<file path="config.mk">
export PLATFORM = sky130hd
export DESIGN_NAME = stack_alu_sequencer_flat
export DESIGN_NICKNAME = d
export VERILOG_FILES = /design/src/rtl/stack_alu_sequencer_if.sv /design/src/rtl/stack_alu_sequencer.sv /design/src/flat_wrapper.sv
export SDC_FILE = /design/constraint.sdc
export NUM_CORES = 1
export LEC_CHECK = 0
export CORE_AREA = 8 8 178 163
export CTS_CLUSTER_DIAMETER = 200
export DETAILED_ROUTE_END_ITERATION = 10
export DIE_AREA = 0 0 186 171
export PLACE_DENSITY = 0.55
export SLEW_MARGIN = 15
export SYNTH_ARGS = -nofsm -noshare
export SYNTH_HDL_FRONTEND = slang
export SYNTH_SLANG_ARGS = --single-unit
</file>
<file path="constraint.sdc">
create_clock -name clk -period 5.2 [get_ports clk]
set_input_delay 0.52 -clock clk [delete_from_list [all_inputs] [get_ports clk]]
set_output_delay 0.52 -clock clk [all_outputs]
set_load 0.005 [all_outputs]
</file>
<file path="src/rtl/stack_alu_sequencer_if.sv">
// Bundle between the stack ALU sequencer, its host/loader and the stack ALU.
// slave = the sequencer, master = the host/ALU side.
interface stack_alu_sequencer_if #(
  parameter int N  = 8,
  parameter int AW = 4
);
  // Host / loader side
  logic            prog_we;
  logic [AW-1:0]   prog_addr;
  logic [N+2:0]    prog_wdata;
  logic            start;
  logic            busy;
  logic            done;
  logic            err;
  logic [AW-1:0]   err_pc;
  logic [N-1:0]    result_data;
  logic            result_valid;
  logic            ovf_seen;

  // Stack ALU command side
  logic [2:0]      alu_opcode;
  logic [N-1:0]    alu_data;
  logic [N-1:0]    alu_result;
  logic            alu_success;
  logic            alu_overflow;

  modport slave (
    input  prog_we, prog_addr, prog_wdata, start,
    input  alu_result, alu_success, alu_overflow,
    output busy, done, err, err_pc, result_data, result_valid, ovf_seen,
    output alu_opcode, alu_data
  );

  modport master (
    output prog_we, prog_addr, prog_wdata, start,
    output alu_result, alu_success, alu_overflow,
    input  busy, done, err, err_pc, result_data, result_valid, ovf_seen,
    input  alu_opcode, alu_data
  );
endinterface

</file>
<file path="src/rtl/stack_alu_sequencer.sv">
// Runs a small stored program of stack instructions against a stack ALU,
// one instruction at a time, streaming results and stopping on the first failure.
module stack_alu_sequencer #(
  parameter int N     = 8,
  parameter int DEPTH = 16
) (
  input  logic                   clk,
  input  logic                   rst_n,
  stack_alu_sequencer_if.slave   bus
);
  localparam int AW = $clog2(DEPTH);

  localparam logic [2:0] OP_PUSH = 3'b110;
  localparam logic [2:0] OP_POP  = 3'b111;
  localparam logic [2:0] OP_ADD  = 3'b100;
  localparam logic [2:0] OP_MUL  = 3'b101;
  localparam logic [2:0] OP_HALT = 3'b011;

  localparam logic [2:0] S_IDLE   = 3'd0;
  localparam logic [2:0] S_FETCH  = 3'd1;
  localparam logic [2:0] S_ISSUE  = 3'd2;
  localparam logic [2:0] S_WAIT   = 3'd3;
  localparam logic [2:0] S_SAMPLE = 3'd4;
  localparam logic [2:0] S_DONE   = 3'd5;

  logic [2:0]    state_q, state_d;
  logic [AW-1:0] pc_q, pc_d;
  logic [2:0]    op_q, op_d;
  logic [N-1:0]  operand_q, operand_d;
  logic          err_q, err_d;
  logic [AW-1:0] err_pc_q, err_pc_d;
  logic [N-1:0]  result_q, result_d;
  logic          result_valid_q, result_valid_d;
  logic          ovf_q, ovf_d;

  logic [N+2:0]  mem [DEPTH];
  logic [N+2:0]  rd_q;
  logic [2:0]    rd_op;
  logic [N-1:0]  rd_operand;

  assign rd_op      = rd_q[N+2:N];
  assign rd_operand = rd_q[N-1:0];

  // NOTE: program memory carries no reset so it maps onto plain RAM and the
  // loaded program survives rst_n. The read is addressed with pc_d, so the
  // word for the next pc is already registered while FETCH is active.
  always_ff @(posedge clk) begin
    if (bus.prog_we && (state_q == S_IDLE)) begin
      mem[bus.prog_addr] <= bus.prog_wdata;
    end
    rd_q <= mem[pc_d];
  end

  // NOTE: every next-state variable gets its default first, so no path
  // through the case can leave one unassigned and infer a latch.
  always_comb begin
    state_d        = state_q;
    pc_d           = pc_q;
    op_d           = op_q;
    operand_d      = operand_q;
    err_d          = err_q;
    err_pc_d       = err_pc_q;
    result_d       = result_q;
    result_valid_d = 1'b0;
    ovf_d          = ovf_q;

    case (state_q)
      S_IDLE: begin
        if (bus.start) begin
          state_d = S_FETCH;
          pc_d    = '0;
          ovf_d   = 1'b0;
          err_d   = 1'b0;
        end
      end

      S_FETCH: begin
        case (rd_op)
          OP_HALT: state_d = S_DONE;
          OP_PUSH, OP_POP, OP_ADD, OP_MUL: begin
            op_d      = rd_op;
            operand_d = rd_operand;
            state_d   = S_ISSUE;
          end
          default: begin
            // Illegal opcode: abort before anything reaches the ALU.
            err_d    = 1'b1;
            err_pc_d = pc_q;
            state_d  = S_DONE;
          end
        endcase
      end

      S_ISSUE: state_d = S_WAIT;

      S_WAIT:  state_d = S_SAMPLE;

      S_SAMPLE: begin
        if (!bus.alu_success) begin
          err_d    = 1'b1;
          err_pc_d = pc_q;
          state_d  = S_DONE;
        end else begin
          if (op_q != OP_PUSH) begin
            result_d       = bus.alu_result;
            result_valid_d = 1'b1;
          end
          if (((op_q == OP_ADD) || (op_q == OP_MUL)) && bus.alu_overflow) begin
            ovf_d = 1'b1;
          end
          if (pc_q == AW'(DEPTH - 1)) begin
            state_d = S_DONE;
          end else begin
            pc_d    = pc_q + AW'(1);
            state_d = S_FETCH;
          end
        end
      end

      S_DONE:  state_d = S_IDLE;

      default: state_d = S_IDLE;
    endcase
  end

  // NOTE: state registers use non-blocking assignments so every register
  // samples the pre-edge values of the others, independent of block order.
  always_ff @(posedge clk or negedge rst_n) begin
    if (!rst_n) begin
      state_q        <= S_IDLE;
      pc_q           <= '0;
      op_q           <= 3'b000;
      operand_q      <= '0;
      err_q          <= 1'b0;
      err_pc_q       <= '0;
      result_q       <= '0;
      result_valid_q <= 1'b0;
      ovf_q          <= 1'b0;
    end else begin
      state_q        <= state_d;
      pc_q           <= pc_d;
      op_q           <= op_d;
      operand_q      <= operand_d;
      err_q          <= err_d;
      err_pc_q       <= err_pc_d;
      result_q       <= result_d;
      result_valid_q <= result_valid_d;
      ovf_q          <= ovf_d;
    end
  end

  // Outputs are decoded from reset registers, so asserting rst_n drops busy
  // and the ALU command at once without producing a done pulse.
  assign bus.busy         = (state_q == S_FETCH) || (state_q == S_ISSUE) ||
                            (state_q == S_WAIT)  || (state_q == S_SAMPLE);
  assign bus.done         = (state_q == S_DONE);
  assign bus.err          = err_q;
  assign bus.err_pc       = err_pc_q;
  assign bus.result_data  = result_q;
  assign bus.result_valid = result_valid_q;
  assign bus.ovf_seen     = ovf_q;
  assign bus.alu_opcode   = (state_q == S_ISSUE) ? op_q      : 3'b000;
  assign bus.alu_data     = (state_q == S_ISSUE) ? operand_q : '0;

endmodule

</file>
<file path="src/flat_wrapper.sv">
// flat-port wrapper written by rule: the top's interface ports become plain ports
module stack_alu_sequencer_flat 
#(
  parameter int N     = 8,
  parameter int DEPTH = 16
)
  (clk, rst_n, bus_prog_we, bus_prog_addr, bus_prog_wdata, bus_start, bus_alu_result, bus_alu_success, bus_alu_overflow, bus_busy, bus_done, bus_err, bus_err_pc, bus_result_data, bus_result_valid, bus_ovf_seen, bus_alu_opcode, bus_alu_data);
  stack_alu_sequencer_if #(.N(N), .AW((4))) bus_i ();
  input  logic clk;
  input  logic rst_n;
  input wire logic [$bits(bus_i.prog_we)-1:0] bus_prog_we;
  input wire logic [$bits(bus_i.prog_addr)-1:0] bus_prog_addr;
  input wire logic [$bits(bus_i.prog_wdata)-1:0] bus_prog_wdata;
  input wire logic [$bits(bus_i.start)-1:0] bus_start;
  input wire logic [$bits(bus_i.alu_result)-1:0] bus_alu_result;
  input wire logic [$bits(bus_i.alu_success)-1:0] bus_alu_success;
  input wire logic [$bits(bus_i.alu_overflow)-1:0] bus_alu_overflow;
  output wire logic [$bits(bus_i.busy)-1:0] bus_busy;
  output wire logic [$bits(bus_i.done)-1:0] bus_done;
  output wire logic [$bits(bus_i.err)-1:0] bus_err;
  output wire logic [$bits(bus_i.err_pc)-1:0] bus_err_pc;
  output wire logic [$bits(bus_i.result_data)-1:0] bus_result_data;
  output wire logic [$bits(bus_i.result_valid)-1:0] bus_result_valid;
  output wire logic [$bits(bus_i.ovf_seen)-1:0] bus_ovf_seen;
  output wire logic [$bits(bus_i.alu_opcode)-1:0] bus_alu_opcode;
  output wire logic [$bits(bus_i.alu_data)-1:0] bus_alu_data;
  assign bus_i.prog_we = bus_prog_we;
  assign bus_i.prog_addr = bus_prog_addr;
  assign bus_i.prog_wdata = bus_prog_wdata;
  assign bus_i.start = bus_start;
  assign bus_i.alu_result = bus_alu_result;
  assign bus_i.alu_success = bus_alu_success;
  assign bus_i.alu_overflow = bus_alu_overflow;
  assign bus_busy = bus_i.busy;
  assign bus_done = bus_i.done;
  assign bus_err = bus_i.err;
  assign bus_err_pc = bus_i.err_pc;
  assign bus_result_data = bus_i.result_data;
  assign bus_result_valid = bus_i.result_valid;
  assign bus_ovf_seen = bus_i.ovf_seen;
  assign bus_alu_opcode = bus_i.alu_opcode;
  assign bus_alu_data = bus_i.alu_data;
  stack_alu_sequencer #(.N(N), .DEPTH(DEPTH)) u_core (.clk(clk), .rst_n(rst_n), .bus(bus_i));
endmodule
</file>
== After elaboration in Yosys (flattened, before gate mapping) ==
Memories as Yosys holds them, arrays and structs flattened. A register that Yosys moved wholly into a read port is not among the register bits.
Index checks and enable logic that the tools add are counted.

* Word-level logic and storage cells: 73
* Output and inout port bits: 28
* Flip-flop bits (word level): 33
* Bits of input ports: 29
* Memory bits (writable): 176
* Memories: 1

{| class="wikitable"
|+ Memories
! name !! words !! bits a word !! read ports !! clocked after memory_dff !! wr ports !! RTL line !! text
|-
| u_core.mem || 16 || 11 || 1 || 1 || 1 || stack_alu_sequencer.sv:36 || <nowiki>logic [N+2:0] mem [DEPTH];</nowiki>
|}

* Eq/ne operators: 19
* Reductions and logical operators: 17
* Mux-type cells: 26
* $add $sub $neg: 1

{| class="wikitable"
|+ Operators by type and width
! kind !! number
|-
| equality test 3 bit (second input constant) || 8
|-
| 2-to-1 mux 4 bit || 5
|-
| one-hot mux 4 bit (2 select lines) || 2
|-
| 2-to-1 mux 3 bit || 5
|-
| one-hot mux 3 bit (5 select lines) || 1
|-
| 2-to-1 mux 1 bit || 10
|-
| equality test 3 x 2 -> 1 bit (second input constant) || 3
|-
| 2-to-1 mux 8 bit || 1
|-
| inequality test 2 bit (second input constant) || 4
|-
| AND reduction 4 bit || 2
|-
| AND reduction 3 bit || 2
|-
| OR reduction 5 bit || 1
|-
| adder 4 x 1 -> 4 bit (second input constant) || 1
|-
| equality test 4 bit (second input constant) || 1
|-
| logical OR 1 bit || 4
|-
| nonzero test 2 bit || 2
|-
| OR reduction 4 bit || 1
|-
| equality test 3 x 1 -> 1 bit (second input constant) || 1
|-
| logical NOT 3 bit || 1
|-
| inequality test 3 bit (second input constant) || 1
|-
| one-hot mux 1 bit (3 select lines) || 1
|-
| nonzero test 3 bit || 1
|-
| logical AND 1 bit || 2
|-
| inequality test 2 x 1 -> 1 bit (second input constant) || 1
|-
| 2 further kinds || 2
|}

== Logic depth before layout (Yosys ltp) ==
Gate-level depths: netlist (run 1).

* Depth in word-level cells: 6
* Gate-level depth with buffers: 10
* Gate-level depth less buffers: 8

== Worst setup path before layout (run 1) ==
Ideal clock, no wire load.

* Path type: reg2reg
* Start point: reg u_core.state_q[2]
* End point: mem u_core.mem[0][0] (netlist name) (enable)
* Buffers on the path: 1
* Arrival: 2.043 ns
* Setup time: 0.393 ns
* Period minus slack after synthesis: 2.436 ns
* Required time: 4.807 ns
* Cell stages (with the launch flop): 6
* Setup slack: 2.764 ns
* Cells stage by stage: dfrtp_1 -> buf_2 -> nor3_1 -> nand2_1 -> or3_1 -> nor3_1

* Longest elaborated chain between the ends: 4

{| class="wikitable"
|+ RTL lines
! what !! RTL line !! text
|-
| from (decl) || stack_alu_sequencer.sv:26 || <nowiki>logic [2:0] state_q, state_d;</nowiki>
|-
| from (signal assigned) || stack_alu_sequencer.sv:140 || <nowiki>state_q <= state_d;</nowiki>
|-
| logical NOT 3 bit || stack_alu_sequencer.sv:48 || <nowiki>if (bus.prog_we && (state_q == S_IDLE)) begin</nowiki>
|-
| logical AND 1 bit || stack_alu_sequencer.sv:48 ||
|-
| 2-to-1 mux 1 bit || stack_alu_sequencer.sv:48 ||
|-
| 2-to-1 mux 1 bit (implied by the code) || stack_alu_sequencer.sv:49 || <nowiki>mem[bus.prog_addr] <= bus.prog_wdata;</nowiki>
|-
| to (decl) || stack_alu_sequencer.sv:36 ||
|}

No other way between the ends.

== Worst setup path after layout (run 1) ==
* Start point: reg u_core.state_q[2]
* End point: mem u_core.mem[4][1] (netlist name) (enable)

Same word-level chain as after synthesis.

==> results summary, run 1 <==
The count of antenna-violating nets left after detailed routing came out at 0. The area growth from synthesis to layout is 18.5%. The switching power is about 1.4 mW. Summed over all instances, the cell type with the most area after synthesis is edfxtp_1. For this design, the sink count on the clock tree is 220.

The TritonCTS buffer count came out at 22. The floorplan row count is 56. After detailed routing, the total wire length is between 20 and 25 mm.

The number of antenna diodes in the final layout is 0. The pin count of the biggest net entering global routing came out at 69. The maximum level of the CTS H-tree is 1. The average detailed-routed wire length per instance is between 20 and 25 um. The number of max-slew violations in the final report came out at 0. After the flow finishes, the layout carries non-filler instances totaling slightly above 1000. The number of nets in the synthesized netlist is around 600. The headroom to the max-slew limit came out at a little over a quarter. TritonCTS built the clock tree. The total routing resource utilization after global routing is 13.3%.

At the end of routability-driven placement, the weighted congestion stood at between 0.8 and 0.9. By area the synthesized netlist is led by edfxtp_1 59%, dfrtp_1 9.3%, mux2_2 7.2%. The category of the most critical setup path is reg -> reg. The share of total power dissipated in combinational logic is about a quarter.

The type of element capturing the critical path is a flop. The portion of total power attributed to sequential cells came out at 44.1%. Summing the areas of all xor and xnor instances in the mapped netlist gives 0.0983% of the synthesized area. The layout cell share with drive strength beyond 1 is between 10% and 20%. The area of the die is roughly 32000 sq um. The starting density of the core is around 35%. The number of global-route vias before repair came to approximately 5400. The share of synthesized registers carrying an async set or reset came out at approximately 15%.

The slew at the pin closest to its max-slew limit is 1.09 ns. The fill cell total of the finished layout is between 2000 and 2500. The routed via count is a little over 5000. Static timing analysis puts the maximum clock frequency at about 320 MHz.

For this design the static power due to leakage is 3.74 nW. The HPWL after detailed placement is around 14 mm. Walking the worst path, the cells encountered are nor3_1 > nand2_1 > or3_1 > nor2_1. In this run the worst hold path is classified as in -> async.

The standard cell area after detailed placement came out at 9880 sq um. Summing the areas of all fa, ha and maj instances in the mapped netlist gives less than 1% of the synthesized area. The post-CTS setup repair buffer count came out at 0. The mean number of vias per cell came out at roughly 5. The number of nets in the final layout is 675. The maximum net fanout on the critical path came out at 14. The switching share of power came out at around 28%. The first TritonRoute pass finished after 4 iterations. The root cell of the clock tree is clkbuf_16. The number of antenna violations at the first check in global routing is 0. The total DRC errors in the routed layout is 0. The post-synthesis cell type count is 49. Measured against the total synthesized area, the mux share comes to between 7 and 8%. After clock tree synthesis, the clock-pin slew on the worst setup and hold paths is approximately 0.060 ns. The average footprint of a synthesized cell came out at 15.4 sq um. The portion of total power attributed to the clock network is approximately 30%. The largest vdd supply drop is just over 0.2 mV. The total power density per cell area came out at roughly 480 nW/um^2. The worst path needs around 3.1 ns of the cycle, external delays included. The count of buffering cells on the critical path with inverters included came out at 0. The clock latency on the worst-skew pair is roughly 0.50 ns. The most frequently used flop master after synthesis is edfxtp_1. The total instance count after detailed placement came out at around 970. The area fraction in compound gates after synthesis came out at 8.95%. The sequential-to-total area share from yosys stat came out at a little under three quarters.

The number of hold violations in the final report is 0. The number of synthesized flops with an enable pin is 176. The number of standard cells after synthesis is slightly below 600. The cell area after technology mapping came out at between 8000 and 9000 sq um. The part of the cycle the worst path needs is just over 60%. The count of warnings emitted by yosys came out at 0.

The quantity of hold-fixing buffers added after cts came out at 0. The largest buffer count on any clock path came out at 3. The cell internal power dissipation is 3.59 mW.

The die height is ~170 um. The number of max-cap violations came out at 0. Summing all non-filler instances in the final layout gives an area of between 10000 and 15000 sq um. During placement, the flow inserted port buffers numbering between 50 and 60.

The global-route congestion overflow total is 0. The commonest cells after synthesis are 176 x edfxtp_1, 57 x mux2_2, 46 x and3_1. The core region area came out at approximately 26000 sq um. The run finished with clean final reports. The delay of the slowest cell on the worst path came out at 0.86 ns. The most numerous cell in the Yosys netlist is edfxtp_1. The dominant combinational cell family by area after synthesis is simple AND/OR/NAND/NOR gates. Setup repair after global routing left no endpoint under its margin.

On the critical path, the stage with the largest delay is an instance of nor2_1. The die width is approximately 190 um. The number of placed I/O pins is 57.

The cell type group with the largest total delay on the critical path is simple AND/OR/NAND/NOR gates. Summed over its instances, the top area cell type makes up 59.3% of the synthesized netlist area. The category of the worst setup path launch point is a flop.

Setup violations remaining at the end of the flow were counted as 0. Setup total negative slack on the finished layout was measured at 0 ns. The data required time at the worst endpoint is ~5.3 ns.

The wire length of the first global-routing pass is about 32 mm. The number of violations reported at the end of detailed-routing iteration 0 came out at approximately 330. The fraction of the mapped netlist area in simple logic gates is 10.0%. The maximum clock skew at final layout came out at roughly 0.011 ns. The synthesized flop and latch total is 220. The post-cts gate resize count is 0. The worst endpoint data arrival time is around 3.3 ns.
## power groups by stage
stage,clock (mW),combinational (mW),sequential (mW)
after detailed placement,0,1.32,2.26
after global placement,0,1.30,2.25
after global routing,1.60,1.44,2.24
final,1.50,1.31,2.22
after CTS,1.53,1.33,2.22
after floorplan,0,0.951,2.18
## cell families (layout without fill, tap and decap cells)
kind of cell | count (synthesis) | in the layout
AOI/OAI and AO/OA | 101 | 101
xor gates and xnor gates | 1 | 1
adders and majority gates | 1 | 1
buffers and inverters | 38 | 120
DFF | 220 | 220
muxes | 58 | 58
and+or+nand+nor | 159 | 159
## cells in the final DEF (no fill, tap or decap), drive strengths merged, types with 2 or more instances in the layout
master / n
buf: 21
or2: 2
edfxtp: 176
nand2b: 6
o21ai: 2
clkdlybuf4s50: 56
dfrtp: 33
nand3: 4
o22ai: 22
nor2: 18
a211o: 44
mux2: 58
o211ai: 2
a21oi: 24
inv: 3
nor3: 6
clkbuf: 27
and3: 46
a31oi: 2
nor4: 11
or3: 5
dfxtp: 11
nand2: 39
and2: 12
clkinv: 11
## flip-flops by register name (all words and copies together) (netlist names)
register,flops
u_core.bus.err_pc,4
u_core.rd_q,11
u_core.op_q,3
u_core.pc_q,4
u_core.bus.result_valid,1
u_core.bus.result_data,8
u_core.bus.err,1
u_core.operand_q,8
u_core.bus.ovf_seen,1
u_core.mem,176
u_core.state_q,3
## worst paths after layout
path | startpoint | to | slack, ns | cells past startpoint
min in group clk | u_core.bus.result_data[1]$_DFFE_PN0P_ | u_core.bus.result_data[1]$_DFFE_PN0P_ | 0.47 | 2
worst max register to register | u_core.state_q[2]$_DFFE_PN0N_ | u_core.mem[4][1]$_DFFE_PP_ | 2.05 | 4
worst min-delay path | rst_n | u_core.bus.err$_DFFE_PN0P_ | 0.43 | 2
worst min register to register | u_core.bus.result_data[1]$_DFFE_PN0P_ | u_core.bus.result_data[1]$_DFFE_PN0P_ | 0.47 | 2
worst max-delay path | u_core.state_q[2]$_DFFE_PN0N_ | u_core.mem[4][1]$_DFFE_PP_ | 2.05 | 4
max in group asynchronous | rst_n | u_core.operand_q[1]$_DFFE_PN0P_ | 4.44 | 2
## per-stage QoR
step / power, mW / setup slack (ns) / hold slack (ns) / util [%]
floorplan: 3.13 / 2.76 / 0.224 / -
global placement: 3.55 / 1.98 / 0.457 / 38.3
detailed placement: 3.58 / 1.86 / 0.466 / 38.3
CTS: 5.08 / 2.03 / 0.439 / 40.9
global route: 5.27 / 1.81 / 0.478 / 40.9
finish: 5.02 / 2.05 / 0.427 / 40.9
## cell type report
class | instances | area [sq um] | share of cell area (%)
inverter | 4 | 17.5 | 0.166
clock buffer | 27 | 601 | 5.69
tap | 348 | 435 | 4.12
timing repair buffer | 77 | 731 | 6.92
clock inverter | 12 | 78.8 | 0.747
multi-input combinational | 320 | 2360 | 22.4
sequential | 220 | 6330 | 60.0
## metal layers
| layer | routed length [um] | vias up | GRT usage (%) |
|---|---|---|---|
| li1 | - | 2376 | - |
| met1 | 10100 | 2595 | 19.4 |
| met2 | 8980 | 157 | 19.5 |
| met3 | 1470 | 30 | 3.29 |
| met4 | 358 | 0 | 3.00 |
| met5 | 0 | - | 0 |
(Power assumes the default switching activity.)
==> inputs of run 2 (changes only) <==
clock period = 2.9 ns   (was 5.2 ns; I/O delays follow)
==> run 2 against run 1 <==
Net effect: via count is 0.17% lower; setup slack worse by 1.8 ns; cell area is 1.6% higher; non-clock buffer count is 17 higher; die area stayed put; clock skew is 0.0012 ns lower; critical path type unchanged; critical endpoint is now u_core.rd_q[9]$_DFF_P_; highest routed layer unchanged.
==> results summary, run 2 (synthesis gave the netlist of run 1 again) <==
The global-route congestion overflow total came out at 0 (unchanged). The count of antenna-violating nets left after detailed routing came out at 0 (unchanged). The number of nets in the final layout is 693 (+2.7%).

The starting density of the core is 34.5% (unchanged). The area taken by multi-input logic gates came to 2360 sq um (unchanged). The number of max-cap violations is 0 (unchanged).

The logic depth of the worst register-to-register path came to 10 (+6). The clock period minus worst slack is 2.65 ns (-0.497 ns). The largest buffer count on any clock path is 3 (unchanged).

The HPWL after detailed placement came out at 13.9 mm (+0.38%). The post-route total power was 9.12 mW (+82%). The global placer's final weighted congestion is 0.790 (-2.1%). The most common cell type on the critical path is buf_4. The port buffer count came out at 56 (unchanged). The number of clock sinks is 220 (unchanged). The TritonCTS buffer count is 23 (+4.5%). Among cell families on the critical path, the largest total delay comes from simple AND/OR/NAND/NOR gates.

The number of violations reported at the end of detailed-routing iteration 0 is 401 (+22%). The cell leakage power came to 3.84 nW (+2.6%). The wire length of the first global-routing pass is 31.7 mm (-2.3%). The flow ran to the end, and the final reports show no timing, DRC or antenna violations. The maximum net fanout on the critical path is 11 (-3). Setup repair after global routing left no endpoint under its margin. The met2 layer wire length in the routed design was 8.86 mm (-1.3%). The clock latency on the worst-skew pair is 0.51 ns (about the same).

The post-CTS setup repair buffer count came out at 0 (unchanged). The total routing resource utilization after global routing is 13.0% (-0.29 points). The routed via count came out at 5149 (-0.17%).

The area of the die came to 31800 sq um (unchanged). The die height is 171 um (unchanged). The count of final setup violators came to 0 (unchanged). The tree is rooted in a clkbuf_16.

The critical path's slowest cell is nor4bb_1. The post-cts gate resize count is 0 (unchanged). The number of global-route vias before repair came out at 5230 (-2.8%). The largest vdd supply drop was 0.415 mV (+100%).

The number of hold violations in the final report came out at 0 (unchanged). The quantity of hold-fixing buffers added after cts came out at 0 (unchanged). Leaving out fill and tap cells, the most frequent cells in the layout are 176 x edfxtp_1, 57 x mux2_2, 56 x clkdlybuf4s50_1.

The total power density per cell area came to 850 nW/um^2 (+79%). The average detailed-routed wire length per instance came out at 20.2 um (-2.7%). The mean number of vias per cell came out at 5.00 (-2.2%). The total DRC errors in the routed layout is 0 (unchanged).

The wire length on met3 came out at 1.31 mm (-11%). The final instance area was 10700 sq um (+1.6%). The number of stages on the worst setup path came out at 10 (+6). The count of buffering cells on the critical path with inverters included is 4 (+4). The setup slack of the most critical reg-to-reg path is 0.25 ns (-1.80 ns). TritonCTS built the clock tree. The length of the first detailed-routing pass in iterations was 5 (+1).

The register cell area after layout came out at 6330 sq um (unchanged). The maximum level of the CTS H-tree was 1 (unchanged). The delay of the slowest cell on the worst path is 0.51 ns (-0.35 ns). The number of placed I/O pins is 57 (unchanged). The number of max-slew violations in the final report came out at 0 (unchanged). The headroom to the max-slew limit came out at 53.9% (+27 points). The critical path in this run is classified as reg -> reg. In the final layout, the registers with the most flip-flops are u_core.mem x176, u_core.rd_q x11. The die width is 186 um (unchanged). u_core.mem holds more flip-flops than any other register. The part of the cycle the worst path needs came out at 91.3% (+31 points). The overall routed net length came out at 20.8 mm (-0.67%). The layout cell share with drive strength beyond 1 is 21.5% (+2.2 points). The category of the worst setup path launch point is a flop.

The fill cell total of the finished layout is 2380 (-1.0%). The standard cell area after detailed placement is 10000 sq um (+1.5%). The slew at the pin closest to its max-slew limit came out at 0.689 ns (-0.401 ns). The worst setup path is captured at a flop. The highest attainable clock frequency is 378 MHz (+19%).

The maximum clock skew at final layout is 0.0100 ns (-0.00119 ns). The data required time at the worst endpoint came out at 3.28 ns (-2.04 ns). The final worst slack is 0.252 ns (-1.80 ns). The final total negative setup slack was 0 ns (unchanged).

The critical path goes through buf_4 > nor4bb_1 > nand3_1 > and2_1 > inv_4 > buf_4 > nand3_1 > buf_4 > o22ai_1 > nor4_1. The routed metal-1 wirelength came out at 10.3 mm (+1.9%). Leaving out fill and tap cells, the most frequent cell in the layout is edfxtp_1. The layout overhead on the synthesized area came out at 20.5%. The floorplan row count came to 56 (unchanged).

The critical path starts at u_core.state_q[2]$_DFFE_PN0N_. The reg-to-reg critical path startpoint is u_core.state_q[2]$_DFFE_PN0N_. The clock input transition at the sequential cells of the worst setup and hold paths came out at 0.06 ns (about the same). The worst register-to-register path ends at u_core.rd_q[9]$_DFF_P_. The core region area is 25800 sq um (unchanged). The pin count of the biggest net entering global routing came out at 59 (-14%).

The post-layout utilization of the core came to 41.6% (+0.66 points). The worst setup slack after placement came out at 0.120 ns (-1.74 ns). Signal routing reaches up to met4. The worst endpoint data arrival time was 3.03 ns (-0.23 ns). The path class of the tightest hold or removal check is in -> async.

The number of flip-flops in the largest register is 176 (unchanged). The number of antenna violations at the first check in global routing came out at 0 (unchanged).
==> run 2: cell types whose count changed in the layout (fill, tap and decap cells not counted) <==
cell      previous run  this run
diode_2              0         1
clkbuf_1             3         1
buf_12               1         3
clkbuf_8             1         0
clkinv_1             8        11
inv_6                0         1
buf_4               20        35
clkinv_4             0         2
==> run 2: worst reg2reg max path: stages (launching register included) <==
cell      delay (ns)
dfrtp_1         0.44
buf_4           0.20
nor4bb_1        0.51
nand3_1         0.13
and2_1          0.23
inv_4           0.12
buf_4           0.20
nand3_1         0.11
buf_4           0.23
o22ai_1         0.26
nor4_1          0.09
==> run 2: metrics by stage <==
stage	hold slack, ns	cells
after floorplan	-0.00559	578
after global placement	0.457	986
after detailed placement	0.466	986
after CTS	0.203	1028
after global routing	0.212	1028
final	0.202	1029
==> run 2: worst max-delay path by stage <==
stage / end / slack [ns]
floorplan: u_core.mem[0][0]$_DFFE_PP_ / 0.46
global placement: u_core.rd_q[9]$_DFF_P_ / 0.09
detailed placement: u_core.rd_q[9]$_DFF_P_ / 0.12
CTS: u_core.rd_q[9]$_DFF_P_ / 0.27
global route: u_core.rd_q[9]$_DFF_P_ / 0.07
finish: u_core.rd_q[9]$_DFF_P_ / 0.25
==> run 2: routing by layer <==
layer	GRT usage [%]	up-vias
met5	0	-
met4	2.41	0
met3	2.69	29
met2	19.4	130
met1	19.3	2567
li1	-	2423
==> run 2: cell type report <==
type                       count  share of cell area [%]
inverter                       4                   0.163
clock inverter                18                    1.08
clock buffer                  24                    5.40
tap                          348                    4.06
multi-input combinational    320                    22.0
sequential                   220                    59.0
timing repair buffer          94                    8.23
antenna                        1                  0.0233
==> run 2: where the power goes <==
group / switching [mW] / total, mW / internal [mW]
sequential: 0.236 / 3.96 / 3.73
clock: 1.16 / 2.70 / 1.54
combinational: 1.22 / 2.46 / 1.24
total: 2.61 / 9.12 / 6.51
==> inputs of run 3 (changes only) <==
--- a/config.mk
+++ b/config.mk
@@ -10,4 +10,5 @@
 export DETAILED_ROUTE_END_ITERATION = 10
 export DIE_AREA = 0 0 186 171
+export HOLD_SLACK_MARGIN = 0.12
 export PLACE_DENSITY = 0.55
 export SLEW_MARGIN = 15
==> constraint.sdc (replaced) <==
create_clock -name clk -period 2.9 [get_ports clk]
set_input_delay 0.29 -clock clk [delete_from_list [all_inputs] [get_ports clk]]
set_output_delay 0.29 -clock clk [all_outputs]
set_load 0.1 [all_outputs]
==> run 3 against run 2 <==
Net effect: sequential power about the same; core utilization grew 0.44 points; setup slack got worse by 0.16 ns; global-route usage decreased by 0.10 points; cell count grew 0.19%; flip-flop and latch count is the same; non-clock buffer count grew 1; clock power grew 20%; power grew 16%; worst hold slack better by 0.013 ns; combinational power increased by 37%; sequential share of layout area shrank 0.61 points.
==> results summary, run 3 (synthesis gave the netlist of run 1 again) <==
The number of max-cap violations came out at 0 (unchanged). The delay of the slowest cell on the worst path came to 0.63 ns (+0.12 ns). In this run the worst hold path is classified as in -> async.

The total DRC errors in the routed layout came out at 0 (unchanged). The port buffer count is 56 (unchanged). The HPWL after detailed placement is 13.5 mm (-3.0%). The category of the worst setup path launch point is a flop.

The global-route congestion overflow total was 0 (unchanged). The number of flip-flops in the largest register came out at 176 (unchanged). The maximum clock skew at final layout is 0.0229 ns (+0.0129 ns). The clock input transition at the sequential cells of the worst setup and hold paths came to 0.06 ns (about the same).

The number of hold violations in the final report came out at 0 (unchanged). The overall routed net length was 20.7 mm (-0.32%). The quantity of hold-fixing buffers added after cts came out at 0 (unchanged). The largest vdd supply drop came out at 0.467 mV (+13%). The cell family contributing the most delay on the critical path is simple AND/OR/NAND/NOR gates. The flow ran to the end, and the final reports show no timing, DRC or antenna violations. The TritonCTS buffer count came out at 24 (+4.3%). The highest attainable clock frequency is 356 MHz (-5.8%). The library cell used most frequently in the layout, excluding fill and tap cells, is edfxtp_1. The wire length of the first global-routing pass came out at 31.3 mm (-1.2%).

The die height came out at 171 um (unchanged). The largest buffer count on any clock path came out at 3 (unchanged). The setup slack of the most critical reg-to-reg path is 0.09 ns (-0.16 ns). Among all stages on the critical path, the largest delay is contributed by or4b_4. The post-layout utilization of the core came out at 42.0% (+0.44 points). The routed via count came to 5207 (+1.1%). The cell internal power dissipation came out at 6.94 mW (+6.6%). The cell sitting at the root of the clock tree is a clkbuf_16. The die width is 186 um (unchanged). TritonCTS built the clock tree. The pin count of the biggest net entering global routing came to 60 (+1.7%). The worst setup path is captured at a flop. The data required time at the worst endpoint came to 3.27 ns (about the same).

The number of violations reported at the end of detailed-routing iteration 0 came out at 425 (+6.0%). The clock latency on the worst-skew pair is 0.52 ns (about the same). The part of the cycle the worst path needs is 96.9% (+5.6 points). The critical path in this run is classified as reg -> reg.

The cell leakage power came out at 3.97 nW (+3.4%). The number of nets in the final layout was 695 (+0.29%). The number of placed I/O pins came out at 57 (unchanged). The logic depth of the worst register-to-register path is 7 (-3). The clock period minus worst slack came out at 2.81 ns (+0.162 ns).

In the layout the commonest cells are 176 x edfxtp_1, 64 x buf_4, 57 x mux2_2. The length of the first detailed-routing pass in iterations came to 6 (+1). The headroom to the max-slew limit is 52.7% (-1.2 points). The total inserted antenna cells is 0 (-1). The slew at the pin closest to its max-slew limit is 0.707 ns (+0.0180 ns). The post-cts gate resize count was 1 (+1). The worst hold slack was 0.215 ns (+0.0129 ns). The number of clock sinks is 220 (unchanged).

The post-CTS setup repair buffer count was 0 (unchanged). The fill cell total of the finished layout came out at 2391 (+0.46%). The portion of total power attributed to the clock network is 30.7% (+1.1 points).

The layout overhead on the synthesized area is 21.7%. The layout cell share with drive strength beyond 1 was 27.4% (+5.9 points). The floorplan row count is 56 (unchanged). The register with the most flip-flops in the final layout is u_core.mem.

The number of global-route vias before repair is 5260 (+0.57%). The switching power came out at 3.63 mW (+39%). The count of antenna-violating nets left after detailed routing is 0 (unchanged). The number of antenna violations at the first check in global routing is 0 (unchanged). The area taken by multi-input logic gates is 2380 sq um (+0.53%). The count of final setup violators is 0 (unchanged). The signal on the critical path passes through or4b_4 > o211ai_2 > and2_1 > inv_4 > or3_4 > o22ai_1 > nor4_1.

The startpoint identified for the worst register-to-register timing path is u_core.state_q[1]$_DFFE_PN0N_. The total routing resource utilization after global routing came out at 12.9% (-0.10 points). The worst setup slack after placement is -0.182 ns (-0.302 ns). The largest registers in the layout are u_core.mem x176, u_core.rd_q x11. The average detailed-routed wire length per instance is 20.1 um (-0.51%). The register cell area after layout came out at 6330 sq um (unchanged). The worst register-to-register path ends at u_core.rd_q[9]$_DFF_P_. The switching share of power came out at 34.3% (+5.7 points). Setup repair after global routing left no endpoint under its margin. The maximum level of the CTS H-tree is 1 (unchanged). The starting density of the core is 34.5% (unchanged). The number of max-slew violations in the final report came out at 0 (unchanged). The worst endpoint data arrival time is 3.18 ns (+0.15 ns). The core region area came out at 25800 sq um (unchanged). The combinational share of power came to 32.0% (+5.0 points). The count of buffering cells on the critical path with inverters included was 1 (-3).

The mean number of vias per cell came out at 5.05 (+0.93%). The maximum net fanout on the critical path was 11 (unchanged). The portion of total power attributed to sequential cells came out at 37.3% (-6.2 points). The total power density per cell area is 974 nW/um^2 (+15%). The area of the die is 31800 sq um (unchanged). The global placer's final weighted congestion was 0.781 (-1.2%). The final worst slack is 0.0894 ns (-0.162 ns).
run 3: changes by cell type in the layout (fill, tap and decap cells not counted), moves of 2 or more:
cell	change
buf_4	+29
clkinv_2	+2
nor4_1	-2
clkinvlp_4	+3
clkinv_4	-2
bufinv_16	+4
clkdlybuf4s50_1	-28
clkbuf_8	+2
clkinv_1	-7
nor4_2	+2
run 3: power groups by stage:
stage | combinational, mW | clock, mW | sequential (mW)
final | 3.38 | 3.24 | 3.94
after floorplan | 2.04 | 0 | 4.46
after global routing | 3.59 | 3.43 | 3.98
after detailed placement | 3.39 | 0 | 4.01
after CTS | 3.40 | 3.32 | 3.95
after global placement | 3.34 | 0 | 4.00
run 3: through the flow:
stage               area (sq um)  power, mW  TNS [ns]  instances
floorplan                   8910       6.51         0        578
global placement            9970       7.34    -0.303        987
detailed placement          9970       7.40    -0.321        987
CTS                        10800       10.7         0       1031
global route               10800       11.0         0       1031
finish                     10800       10.6         0       1031
run 3: layer usage:
metal  part of all wire (%)  track usage, %
met1                     47            18.2
met2                     45            20.0
met3                    7.5            3.03
met4                    1.2            2.45
met5                      0               0
run 3: layout make-up:
class,instances,share of cell area (%)
inverter,4,0.162
tap,348,4.02
clock buffer,26,5.79
sequential,220,58.4
timing repair buffer,95,7.57
clock inverter,18,2.15
multi-input combinational,320,21.9
run 3: worst max path at each step:
stage	from	end	slack [ns]	depth (start not counted)
finish	u_core.state_q[1]$_DFFE_PN0N_	u_core.rd_q[9]$_DFF_P_	0.09	7
global route	u_core.state_q[1]$_DFFE_PN0N_	u_core.rd_q[10]$_DFF_P_	0.005	9
CTS	u_core.state_q[1]$_DFFE_PN0N_	u_core.rd_q[8]$_DFF_P_	0.13	9
detailed placement	bus_start	u_core.rd_q[10]$_DFF_P_	-0.18	10
global placement	bus_start	u_core.rd_q[10]$_DFF_P_	-0.20	10
floorplan	u_core.state_q[2]$_DFFE_PN0N_	bus_busy	0.44	2
